File: config.mk
export PLATFORM = sky130hd
export DESIGN_NAME = hicore_skid_buf
export DESIGN_NICKNAME = d
export VERILOG_FILES = /design/src/rtl/hicore_skid_buf_pkg.sv /design/src/rtl/hicore_dfflr.sv /design/src/rtl/hicore_skid_buf.sv
export SDC_FILE = /design/constraint.sdc
export NUM_CORES = 1
export LEC_CHECK = 0
export CAP_MARGIN = 15
export CORE_ASPECT_RATIO = 1.4
export CORE_MARGIN = 4
export CORE_UTILIZATION = 44
export DETAILED_ROUTE_END_ITERATION = 16
export PLACE_DENSITY = 0.8
export SETUP_SLACK_MARGIN = 0.2
export SLEW_MARGIN = 20
export SYNTH_ARGS = -nofsm -noshare
export SYNTH_HDL_FRONTEND = slang
export SYNTH_HIERARCHICAL = 1
export SYNTH_SLANG_ARGS = --single-unit
export TNS_END_PERCENT = 100
File: constraint.sdc
create_clock -name clk -period 1.6 [get_ports clk]
set_input_delay 0.24 -clock clk [delete_from_list [all_inputs] [get_ports clk]]
set_output_delay 0.24 -clock clk [all_outputs]
set_load 0.01 [all_outputs]
File: src/rtl/hicore_skid_buf_pkg.sv
// Shared handshake encodings for skid buffers and future pipe/fifo variants.
// State code is {skid_vld, main_vld}; 2'b10 is unreachable.
package hicore_skid_buf_pkg;

  localparam logic [1:0] ST_EMPTY = 2'b00;
  localparam logic [1:0] ST_ONE   = 2'b01;
  localparam logic [1:0] ST_TWO   = 2'b11;

endpackage

File: src/rtl/hicore_dfflr.sv
// Generic load-enabled flop cell with synchronous active-high reset.
module hicore_dfflr #(
  parameter int               DW   = 1,
  parameter logic [DW-1:0]    RSTV = '0
) (
  input  logic          clk,
  input  logic          rst,
  input  logic          lden,
  input  logic [DW-1:0] dnxt,
  output logic [DW-1:0] qout
);

  always_ff @(posedge clk) begin
    if (rst)       qout <= RSTV;
    else if (lden) qout <= dnxt;
  end

endmodule

File: src/rtl/hicore_skid_buf.sv
// Reverse register slice: registered i_rdy, main + skid entries, per-entry cancel tag.
// state | meaning: EMPTY no entry, ONE main only, TWO main + skid (i_rdy low).
module hicore_skid_buf
  import hicore_skid_buf_pkg::*;
#(
  parameter int DW = 32
) (
  input  logic          clk,
  input  logic          rst,
  input  logic          i_vld,
  output logic          i_rdy,
  input  logic [DW-1:0] i_dat,
  input  logic          i_cancel,
  output logic          o_vld,
  input  logic          o_rdy,
  output logic [DW-1:0] o_dat,
  output logic          o_cancel,
  input  logic          branch,
  input  logic          flush
);

  logic          main_vld, skid_vld;
  logic          main_vld_n, skid_vld_n;
  logic [DW-1:0] main_dat, skid_dat, main_dat_n;
  logic          main_cancel, skid_cancel;
  logic          main_cancel_n, skid_cancel_n;
  logic          main_ld, skid_ld, main_from_skid;
  logic          rdy_q;
  logic          accept, take;
  logic [1:0]    state;

  assign state  = {skid_vld, main_vld};
  assign accept = i_vld & rdy_q;
  assign take   = main_vld & o_rdy;

  always_comb begin
    main_vld_n     = main_vld;
    skid_vld_n     = skid_vld;
    main_ld        = 1'b0;
    skid_ld        = 1'b0;
    main_from_skid = 1'b0;
    case (state)
      ST_EMPTY: begin
        if (accept) begin
          main_vld_n = 1'b1;
          main_ld    = 1'b1;
        end
      end
      ST_ONE: begin
        if (accept && take) begin
          main_ld = 1'b1;
        end else if (accept) begin
          skid_vld_n = 1'b1;
          skid_ld    = 1'b1;
        end else if (take) begin
          main_vld_n = 1'b0;
        end
      end
      ST_TWO: begin
        if (take) begin
          skid_vld_n     = 1'b0;
          main_ld        = 1'b1;
          main_from_skid = 1'b1;
        end
      end
      default: begin
        main_vld_n = 1'b0;
        skid_vld_n = 1'b0;
      end
    endcase
    // flush wins: upstream/downstream handshakes still complete, nothing is kept
    if (flush) begin
      main_vld_n = 1'b0;
      skid_vld_n = 1'b0;
      main_ld    = 1'b0;
      skid_ld    = 1'b0;
    end
  end

  assign main_dat_n = main_from_skid ? skid_dat : i_dat;

  always_comb begin
    main_cancel_n = main_cancel;
    skid_cancel_n = skid_cancel;
    if (flush) begin
      main_cancel_n = 1'b0;
      skid_cancel_n = 1'b0;
    end else begin
      if (main_ld)       main_cancel_n = (main_from_skid ? skid_cancel : i_cancel) | branch;
      else if (main_vld) main_cancel_n = main_cancel | branch;
      if (skid_ld)       skid_cancel_n = i_cancel | branch;
      else if (skid_vld) skid_cancel_n = skid_cancel | branch;
    end
  end

  hicore_dfflr #(.DW(1))  u_main_vld (.clk(clk), .rst(rst), .lden(1'b1), .dnxt(main_vld_n), .qout(main_vld));
  hicore_dfflr #(.DW(1))  u_skid_vld (.clk(clk), .rst(rst), .lden(1'b1), .dnxt(skid_vld_n), .qout(skid_vld));
  hicore_dfflr #(.DW(DW)) u_main_dat (.clk(clk), .rst(rst), .lden(main_ld), .dnxt(main_dat_n), .qout(main_dat));
  hicore_dfflr #(.DW(DW)) u_skid_dat (.clk(clk), .rst(rst), .lden(skid_ld), .dnxt(i_dat), .qout(skid_dat));
  hicore_dfflr #(.DW(1))  u_main_cnc (.clk(clk), .rst(rst), .lden(1'b1), .dnxt(main_cancel_n), .qout(main_cancel));
  hicore_dfflr #(.DW(1))  u_skid_cnc (.clk(clk), .rst(rst), .lden(1'b1), .dnxt(skid_cancel_n), .qout(skid_cancel));

  // Dedicated ready flop so i_rdy is a pure flop output, not an inverter off skid_vld.
  hicore_dfflr #(.DW(1), .RSTV(1'b1)) u_rdy (.clk(clk), .rst(rst), .lden(1'b1), .dnxt(~skid_vld_n), .qout(rdy_q));

  assign i_rdy    = rdy_q;
  assign o_vld    = main_vld;
  assign o_dat    = main_dat;
  assign o_cancel = main_cancel;

  always_ff @(posedge clk) begin
    if (!rst) begin
      assert (state != 2'b10);
      assert (rdy_q == ~skid_vld);
    end
  end

endmodule

==> impl_metrics.py <==
metrics = {
    "timing": {
        "hold_viol": 0,
        "holdWs_ps": 355,
        "fin_crit_ps": 1640,
        "rsz0062_at_grt": "yes",
        "finalSetupViolations": 15,
        "timing.final.ws_setup_ps": -41.8,
        "fin_skew_ps": 6.45,
        "maxSlewViolCount": 0,
        "max_freq_mhz": 609,
        "setup_tns_ps": -207,
        "post-route-period-util": 1.03,
    },
    "clock_network": {
        "cts_tree": "done",
        "cts_buffers": 9,
        "clock-sinks": 69,
        "htreeDepth": 3,
        "cts.clk_slew.worst_paths_ps": 70,
        "clk_latency_ps": 330,
        "cts-root-buf": "clkbuf_8",
        "cts_max_path_buffers": 2,
    },
    "global_route": {
        "grt_pass1_wl_mm": 11.0,
        "grt_use_total": 0.167,
        "antenna_found_initial": 0,
        "grt-ovfl-total": 0,
        "grt_max_degree": 26,
        "grt_pass1_vias": 2323,
    },
    "die": {
        "io-pin-count": 74,
        "row_count": 35,
        "die_w_um": 77.8,
        "start_util": 0.454,
        "dieArea_um2": 8230,
        "coreArea_um2": 6610,
        "die_y_um": 106,
    },
    "yosys": {
        "yosysWarnings": 6,
        "ys_seq_area_frac": 0.460,
        "ys_ff_latch": 69,
        "syn_area_um2": 3000,
        "synth_cell_types": 23,
        "synthCells": 277,
        "synth.avg_cell_area_um2": 10.8,
    },
    "place": {
        "dpl_cell_area_um2": 3940,
        "hpwlAfterDp_mm": 4.51,
        "pre_cts_ws_ps": -332,
        "gp_congestion": 0.738,
        "dpl.cell_count": 446,
        "port-buffer-count": 73,
    },
    "power_and_ir_drop": {
        "pwr-share-comb": 0.131,
        "power_leakage_nw": 1.78,
        "peakVddDrop_mv": 0.631,
        "p_total_mw": 3.50,
        "powerDensity_nw_per_um2": 813,
        "p_sw_frac": 0.248,
        "power.net_switching_mw": 0.867,
        "pwr-share-seq": 0.511,
        "p_int_mw": 2.63,
        "clkPwrFrac": 0.358,
    },
    "route": {
        "wirelength_mm": 7.05,
        "viasPerCell": 4.81,
        "drc": 0,
        "first_iter_violations": 97,
        "routedWlPerCell_um": 14.9,
        "dr_total_vias": 2282,
        "ant_nets": 0,
        "dr.pass1.iters": 4,
    },
    "final_layout": {
        "synthToLayoutAreaGrowth_pct": 43.2,
        "drive_above_1_share": 0.230,
        "final_util": 0.651,
        "final_common_cell": "nor2_1",
        "finalNetCount": 416,
        "stdcell_count": 474,
        "n_antenna_cell": 0,
        "fin_area_um2": 4300,
        "final_cell_mix": "69 x nor2_1, 67 x dfxtp_1, 65 x mux2i_1",
    },
    "setup_path": {
        "crit_required_ps": 1820,
        "slowest_delay_ps": 430,
        "start_kind": "input port",
        "end_kind": "flop",
        "worstPathArrival_ps": 1870,
        "crit_path_frequent_cell": "buf_12",
        "cp_max_fo": 6,
        "critical_path_class": "input port to flop",
        "cp_cell_sequence": "clkdlybuf4s50_1 -> or3b_4 -> nor2_4 -> buf_6 -> buf_12 -> buf_12 -> mux2i_1 -> nor2_1",
        "slowest_stage": "clkdlybuf4s50_1",
    },
    "run_status": {
        "violations": "negative setup slack",
        "status": "finished, violations left",
    },
    "min_path": {
        "min_path_type": "input port to flop",
    },
    "run": {
        "maxCapViolations": 0,
    },
}
-- synthesized netlist by cell type, drive strengths merged --
library cell	number	area [um2]
a21oi	3	15.0
a211oi	5	42.5
nand3b	1	7.51
or2	2	12.5
dfxtp	69	1380
nand3	1	5.00
a41o	1	10.0
nor2	70	265
nor2b	1	6.26
inv	2	7.51
conb	1	3.75
mux2	32	360
nand2	1	3.75
a211o	1	8.76
mux2i	68	681
or3b	1	8.76
buf	11	158
clkbuf	6	22.5
o21ai	1	5.00
-- critical path, delay by kind of cell --
kind          cells  cell delay [ps]
buf+inv           4              780
simple gates      3              640
mux               1              200
-- logic make-up after synthesis --
| logic type | after synthesis | share of synthesized area |
|---|---|---|
| other | 1 | 0.00125 |
| DFF | 69 | 0.460 |
| and+or+nand+nor | 77 | 0.103 |
| muxes | 100 | 0.347 |
| buffers and inverters | 19 | 0.0625 |
| AOI/OAI and AO/OA | 11 | 0.0271 |
-- path summary, 6_finish.rpt --
check | end | startpoint | cells after the start | slack (ps)
setup / recovery | u_skid_dat/qout[27]$_SDFFE_PP0P_ | flush | 8 | -40
hold reg to reg | u_main_dat/qout[30]$_SDFFE_PP0P_ | u_main_dat/qout[30]$_SDFFE_PP0P_ | 2 | 490
setup reg to reg | u_skid_dat/qout[27]$_SDFFE_PP0P_ | u_main_vld/qout$_SDFFE_PP0P_ | 7 | -40
hold / removal | u_skid_vld/qout$_SDFFE_PP0P_ | rst | 2 | 360
-- final cells by class --
class	instances	area, um2
clock buffers	10	138
multi-input cells	194	1500
flip-flops and latches	69	1390
inverters	2	7.51
clock inverters	6	37.5
repair buffers	101	1120
well taps	92	115
fillers	522	2310
-- per-layer routing --
metal  track usage  wire (um)  vias to the layer above
li1              -          -                     1144
met1         0.175       2690                     1057
met2         0.298       3710                       69
met3        0.0650        531                       12
met4        0.0547        116                        0
met5             0          0                        -
-- timing repair --
| action | CTS | global route |
|---|---|---|
| gates resized for setup | 44 | 7 |
| cloned | 2 | 3 |
| pin swaps | 1 | 5 |
| hold buffers | 0 | 0 |
| setup buffers | 4 | 3 |
| setup endpoints to repair | 102 | 67 |
-- state kept, by name, summed over array words and instances (netlist names) --
name             cells
u_main_dat/qout     32
u_main_cnc/qout      1
u_main_vld/qout      1
u_skid_dat/qout     32
u_skid_vld/qout      1
u_rdy/qout           1
u_skid_cnc/qout      1
-- power by group through the flow --
| stage | sequential (mW) | clock (mW) | combinational (mW) |
|---|---|---|---|
| finish | 1.79 | 1.25 | 0.460 |
| global placement | 1.83 | 0 | 0.468 |
| detailed placement | 1.83 | 0 | 0.474 |
| CTS | 1.79 | 1.27 | 0.458 |
| global route | 1.79 | 1.35 | 0.496 |
| floorplan | 1.85 | 0 | 0.197 |
(Power assumes the default switching activity.)
